### src/rtl/trace_bridge_pkg.sv
// rtl/trace_bridge_pkg.sv - shared types and constants for the trace UART bridge
// Purpose: TX state encoding and UART framing constants.
// Ports: none (package).
package trace_bridge_pkg;

  localparam int UART_DATA_BITS = 8;

  typedef enum logic [1:0] {
    IDLE  = 2'd0,
    START = 2'd1,
    DATA  = 2'd2,
    STOP  = 2'd3
  } tx_state_t;

endpackage

### src/rtl/byte_fifo.sv
// rtl/byte_fifo.sv - single-clock byte FIFO with occupancy counter
// Purpose: power-of-two byte FIFO; pushes while full and pops while empty are ignored.
// Ports:
//   clk, rst      clock, asynchronous active-low reset (pointers and fill only)
//   push_i/data_i write strobe and byte
//   pop_i/data_o  read strobe and head-of-queue byte (valid while !empty_o)
//   fill_o        occupancy 0..DEPTH
//   full_o/empty_o status flags derived from the registered fill
module byte_fifo #(
  parameter int DEPTH = 16
) (
  input  logic                   clk,
  input  logic                   rst,
  input  logic                   push_i,
  input  logic [7:0]             data_i,
  input  logic                   pop_i,
  output logic [7:0]             data_o,
  output logic [$clog2(DEPTH):0] fill_o,
  output logic                   full_o,
  output logic                   empty_o
);

  localparam int PTR_W = $clog2(DEPTH);

  logic [7:0]       mem_q [DEPTH];
  logic [PTR_W-1:0] wr_ptr_q, rd_ptr_q;
  logic [PTR_W:0]   fill_q;
  logic             do_push, do_pop;

  assign full_o  = (fill_q == (PTR_W+1)'(DEPTH));
  assign empty_o = (fill_q == '0);
  assign do_push = push_i && !full_o;
  assign do_pop  = pop_i && !empty_o;
  assign data_o  = mem_q[rd_ptr_q];
  assign fill_o  = fill_q;

  // Pointers wrap naturally because DEPTH is a power of two.
  always_ff @(posedge clk or negedge rst) begin
    if (!rst) begin
      wr_ptr_q <= '0;
      rd_ptr_q <= '0;
      fill_q   <= '0;
    end else begin
      if (do_push) wr_ptr_q <= wr_ptr_q + 1'b1;
      if (do_pop)  rd_ptr_q <= rd_ptr_q + 1'b1;
      case ({do_push, do_pop})
        2'b10:   fill_q <= fill_q + 1'b1;
        2'b01:   fill_q <= fill_q - 1'b1;
        default: fill_q <= fill_q;
      endcase
    end
  end

  // Storage is not reset; resetting the pointers discards the contents.
  always_ff @(posedge clk) begin
    if (do_push) mem_q[wr_ptr_q] <= data_i;
  end

endmodule

### src/rtl/trace_uart_bridge.sv
// rtl/trace_uart_bridge.sv - buffered trace byte stream to 8N1/8N2 UART transmitter
// Purpose: FIFO-buffers trace bytes, counts bytes dropped while full, serialises
//          the FIFO onto a UART line. Optional host CTS gating when the macro
//          TRACE_BRIDGE_CTS_EN is defined.
// Ports:
//   clk, rst        clock, asynchronous active-low reset
//   in_valid/in_data one-cycle trace byte strobe
//   ovf_clr         synchronous clear of ovf and drop_cnt (wins over a same-cycle drop)
//   cts_n           host clear-to-send, active-low, async (TRACE_BRIDGE_CTS_EN only)
//   tx              UART serial output, idles high
//   busy            high while a frame is on the line
//   fill            FIFO occupancy
//   ovf, drop_cnt   sticky drop flag and saturating drop counter
module trace_uart_bridge
  import trace_bridge_pkg::*;
#(
  parameter int DEPTH        = 16,
  parameter int CLKS_PER_BIT = 612,
  parameter int STOP_BITS    = 1,
  parameter int CNT_W        = 16
) (
  input  logic                   clk,
  input  logic                   rst,
  input  logic                   in_valid,
  input  logic [7:0]             in_data,
  input  logic                   ovf_clr,
`ifdef TRACE_BRIDGE_CTS_EN
  input  logic                   cts_n,
`endif
  output logic                   tx,
  output logic                   busy,
  output logic [$clog2(DEPTH):0] fill,
  output logic                   ovf,
  output logic [CNT_W-1:0]       drop_cnt
);

  localparam int            TMR_W    = $clog2(CLKS_PER_BIT);
  localparam logic [TMR_W-1:0] TMR_LAST = TMR_W'(CLKS_PER_BIT - 1);

  logic       fifo_full, fifo_empty, pop;
  logic [7:0] fifo_head;
  logic       drop, cts_ok, start_ok, tick;

  tx_state_t        state_q, state_d;
  logic [TMR_W-1:0] timer_q, timer_d;
  logic [2:0]       idx_q, idx_d;
  logic [7:0]       shift_q, shift_d;
  logic             tx_q, tx_d;
  logic             ovf_q;
  logic [CNT_W-1:0] drop_cnt_q;

  byte_fifo #(.DEPTH(DEPTH)) u_fifo (
    .clk     (clk),
    .rst     (rst),
    .push_i  (in_valid),
    .data_i  (in_data),
    .pop_i   (pop),
    .data_o  (fifo_head),
    .fill_o  (fill),
    .full_o  (fifo_full),
    .empty_o (fifo_empty)
  );

  // Full is the registered state, so a write while full is dropped even if
  // the transmitter pops in the same cycle.
  assign drop = in_valid && fifo_full;

  always_ff @(posedge clk or negedge rst) begin
    if (!rst) begin
      ovf_q      <= 1'b0;
      drop_cnt_q <= '0;
    end else if (ovf_clr) begin
      ovf_q      <= 1'b0;
      drop_cnt_q <= '0;
    end else if (drop) begin
      ovf_q <= 1'b1;
      if (drop_cnt_q != '1) drop_cnt_q <= drop_cnt_q + 1'b1;
    end
  end

`ifdef TRACE_BRIDGE_CTS_EN
  logic cts_meta_q, cts_sync_q;

  // Reset to "not clear" so nothing is sent before the host has been seen.
  always_ff @(posedge clk or negedge rst) begin
    if (!rst) begin
      cts_meta_q <= 1'b1;
      cts_sync_q <= 1'b1;
    end else begin
      cts_meta_q <= cts_n;
      cts_sync_q <= cts_meta_q;
    end
  end

  assign cts_ok = !cts_sync_q;
`else
  assign cts_ok = 1'b1;
`endif

  assign start_ok = !fifo_empty && cts_ok;
  assign tick     = (timer_q == TMR_LAST);

  always_comb begin
    state_d = state_q;
    timer_d = timer_q;
    idx_d   = idx_q;
    shift_d = shift_q;
    pop     = 1'b0;
    case (state_q)
      IDLE: begin
        timer_d = '0;
        if (start_ok) begin
          pop     = 1'b1;
          shift_d = fifo_head;
          state_d = START;
        end
      end
      START: begin
        timer_d = tick ? '0 : timer_q + 1'b1;
        if (tick) begin
          state_d = DATA;
          idx_d   = '0;
        end
      end
      DATA: begin
        timer_d = tick ? '0 : timer_q + 1'b1;
        if (tick) begin
          shift_d = {1'b0, shift_q[7:1]};
          if (idx_q == 3'(UART_DATA_BITS - 1)) begin
            state_d = STOP;
            idx_d   = '0;
          end else begin
            idx_d = idx_q + 1'b1;
          end
        end
      end
      STOP: begin
        timer_d = tick ? '0 : timer_q + 1'b1;
        if (tick) begin
          if (idx_q == 3'(STOP_BITS - 1)) begin
            // Last stop cycle: chain straight into the next frame if possible.
            if (start_ok) begin
              pop     = 1'b1;
              shift_d = fifo_head;
              state_d = START;
            end else begin
              state_d = IDLE;
            end
          end else begin
            idx_d = idx_q + 1'b1;
          end
        end
      end
      default: state_d = IDLE;
    endcase
  end

  // tx is registered from next-state so the line carries no decode glitches.
  always_comb begin
    case (state_d)
      START:   tx_d = 1'b0;
      DATA:    tx_d = shift_d[0];
      default: tx_d = 1'b1;
    endcase
  end

  always_ff @(posedge clk or negedge rst) begin
    if (!rst) begin
      state_q <= IDLE;
      timer_q <= '0;
      idx_q   <= '0;
      shift_q <= '0;
      tx_q    <= 1'b1;
    end else begin
      state_q <= state_d;
      timer_q <= timer_d;
      idx_q   <= idx_d;
      shift_q <= shift_d;
      tx_q    <= tx_d;
    end
  end

  assign tx       = tx_q;
  assign busy     = (state_q != IDLE);
  assign ovf      = ovf_q;
  assign drop_cnt = drop_cnt_q;

endmodule

### config.mk
export PLATFORM = sky130hd
export DESIGN_NAME = trace_uart_bridge
export DESIGN_NICKNAME = d
export VERILOG_FILES = /design/src/rtl/trace_bridge_pkg.sv /design/src/rtl/byte_fifo.sv /design/src/rtl/trace_uart_bridge.sv
export SDC_FILE = /design/constraint.sdc
export NUM_CORES = 1
export LEC_CHECK = 0
export CAP_MARGIN = 25
export CORE_ASPECT_RATIO = 0.9
export CORE_MARGIN = 3
export CORE_UTILIZATION = 65
export DETAILED_ROUTE_END_ITERATION = 16
export PLACE_DENSITY_LB_ADDON = 0.3
export SLEW_MARGIN = 5
export SYNTH_ARGS = -nofsm -noshare
export SYNTH_HDL_FRONTEND = slang
export SYNTH_SLANG_ARGS = --single-unit
export TNS_END_PERCENT = 100
### constraint.sdc
create_clock -name clk -period 5.87 [get_ports clk]
set_input_delay 0.587 -clock clk [delete_from_list [all_inputs] [get_ports clk]]
set_output_delay 0.587 -clock clk [all_outputs]
set_load 0.01 [all_outputs]
==> impl_metrics.toml <==
[status]
status = "completed"

[setup_path]
arrival_ps = 3830
path_delay_family = "simple AND/OR/NAND/NOR gates"
path_common_cell = "ha_1"
crit_chain = "ha_1, nor3b_2, and3_1, a31oi_2, nor3_2, ha_1, ha_1, a21o_1, a21oi_1, xor2_1, nor2_1, xor2_1"
cp-end-kind = "flip-flop"
cp_num_buf_inv = 0
slowest_delay_ps = 430
slowest_stage = "nor3_2"
criticalPathCategory = "reg -> reg"
cp_max_fo = 9
required_ps = 6190
critPathLaunchType = "flip-flop"

[yosys]
synthSimpleGateAreaFrac = 0.0945
synthCells = 511
async_flop_share = 0.297
synth_top_family_by_area = "multiplexers"
ys_warn_count = 0
synthXorXnorAreaFrac = 0.0323
ys_types = 58
synthTopCellsByArea = "edfxtp_1 (49%), dfrtp_1 (17%), mux4_2 (10%)"
yosys.area_share.adder = 0.0327
synth_edf_count = 128
synthesis.nets = 543
yosysTopAreaCellShare = 0.488
synthMuxAreaShare = 0.119
ys_ff_latch = 182
synth_top_flop_cell = "edfxtp_1"
syn_area_sq_um = 7880
syn_avg_cell_area_sq_um = 15.4
seq_area_frac_synth = 0.660
yosysTopAreaCell = "edfxtp_1"
synth_compound_area_frac = 0.0427

[power_and_ir_drop]
finalPower_w = 0.00401
irDropWorstVdd_mv = 0.374
p_leak_nw = 3.28
powerDensity_nw_per_um2 = 442

[routing]
vias = 4518
drc_errors = 0
drt_iter0_markers = 553
routed_wl_mm = 16.1
vias_per_cell = 6.21
drtPass1Iterations = 5
drtAntennaViolNets = 0
routedWlPerCell_um = 22.2

[cells_and_area]
mostFrequentLayoutCell = "edfxtp_1"
drive_above_1_share = 0.172
area_growth_pct = 15.1
final_cell_mix = "edfxtp_1 (128), dfrtp_1 (52), nand2_1 (42)"
seq_area_sq_um = 5200
fillers = 601
num-nets-final = 590
multi_input_area_sq_um = 2530
n_antenna_cell = 0

[clock_tree]
cts_setup_buffers = 0
ctsHtreeMaxLevel = 4
ctsHoldBuffers = 0
cts_made_buffers = 17
cts_tree = "built"
cts_root_buf = "clkbuf_16"
cts.sinks = 182
cts_buffer_depth = 2
clk_latency_ps = 430
clk_pin_slew_worst_paths_ps = 70
ctsResizeCount = 0

[die]
fp.dieW_um = 122
row_count = 37
coreArea_sq_um = 11600
die_area_sq_um = 13500
io_pins = 36
initial_core_util = 0.678
dieHeight_um = 110

[timing]
rsz0062_at_grt = "false"
fmax_ghz = 0.284
slew-limit-headroom = 0.280
finalSetupViolCount = 0
hold_slack_ps = 285
tns_ps = 0
fin_skew_ps = 7.58
drv_slew = 0
period_share = 0.599
hold_viol = 0
worstMarginPinSlew_ps = 1080
layout_min_cycle_time_ps = 3520

[global_routing]
grtUsageTotal = 0.262
grt_pass1_wl_mm = 26.0
antenna_found_initial = 0
grt-ovfl-total = 0
grt_pass1_vias = 4650
grt_max_degree = 55

[place]
gp_congestion = 0.877
dp_hpwl_mm = 10.3
portBuffers = 35

[run]
max_cap_violations = 0

[worst_hold_path]
hold_class = "in -> async"
==> registers in the layout, indices dropped and copies added, names as in the netlist, 2 cells and up <==
register,count
shift_q,8
u_fifo.wr_ptr_q,4
idx_q,3
u_fifo.rd_ptr_q,4
state_q,2
drop_cnt,16
timer_q,10
u_fifo.mem_q,128
u_fifo.fill_o,5
==> power by group <==
part           internal (W)  leakage [nW]  switching (W)
registers           0.00156          1.87       0.000139
logic              0.000520          1.11       0.000561
clock network      0.000723         0.303       0.000501
==> cell usage after synthesis, types with 3 or more instances <==
cell / instances
o211ai_1: 7
and4_1: 3
a21oi_1: 11
ha_1: 19
dfrtp_1: 53
a21o_1: 3
nand3_1: 10
nand4_1: 9
buf_2: 8
inv_1: 13
nor2_1: 41
xor2_1: 11
xnor2_1: 18
nor3_1: 8
nand2_1: 42
edfxtp_1: 128
mux4_2: 35
mux2_2: 7
buf_1: 4
nand2b_1: 3
nor2b_1: 4
o21ai_0: 10
clkbuf_1: 6
mux2i_1: 7
and3_1: 8
or3_1: 4
==> metrics by stage <==
step | instances | setup slack, ps | area (sq um) | utilization
after floorplan | 511 | 2920 | 7880 | -
after global placement | 688 | 2620 | 8370 | 0.720
after detailed placement | 691 | 2410 | 8390 | 0.722
after CTS | 723 | 2360 | 9030 | 0.777
after global routing | 727 | 2120 | 9060 | 0.780
final | 727 | 2350 | 9060 | 0.780
==> worst register-to-register path: cells and delay by family, from the launching register on <==
family	cells	cell delay, ps
flops	1	390
simple gates	4	1250
xor+xnor	2	300
compound gates	3	550
fa+ha+maj	3	910
==> cell families after synthesis <==
| group | after synthesis |
|---|---|
| buffers and inverters | 34 |
| muxes | 49 |
| xor gates and xnor gates | 29 |
| DFF | 182 |
| and+or+nand+nor | 147 |
| AOI/OAI and AO/OA | 50 |
| adders and majority gates | 20 |
==> layout make-up <==
class | count | area share
Sequential cell | 182 | 0.574
Multi-Input combinational cell | 295 | 0.279
Timing Repair Buffer | 48 | 0.0492
Clock buffer | 17 | 0.0469
Clock inverter | 15 | 0.0238
Tap cell | 156 | 0.0215
Inverter | 14 | 0.00580
==> metal layers <==
| layer | track usage | routed length, um |
|---|---|---|
| met1 | 0.371 | 6590 |
| met2 | 0.402 | 8120 |
| met3 | 0.0671 | 1170 |
| met4 | 0.0904 | 245 |
| met5 | 0 | 0 |
==> final timing paths <==
check	from	to	slack [ps]	depth (start not counted)
setup / recovery	timer_q[0]$_DFF_PN0_	u_fifo.fill_o[4]$_DFFE_PN0P_	2350	12
hold / removal	rst	shift_q[4]$_DFFE_PN0P_	290	2
setup reg to reg	timer_q[0]$_DFF_PN0_	u_fifo.fill_o[4]$_DFFE_PN0P_	2350	12
hold reg to reg	timer_q[0]$_DFF_PN0_	timer_q[0]$_DFF_PN0_	500	1
max in group asynchronous	rst	u_fifo.rd_ptr_q[0]$_DFFE_PN0P_	5100	2
min in group clk	timer_q[0]$_DFF_PN0_	timer_q[0]$_DFF_PN0_	500	1
(Power assumes the default switching activity.)
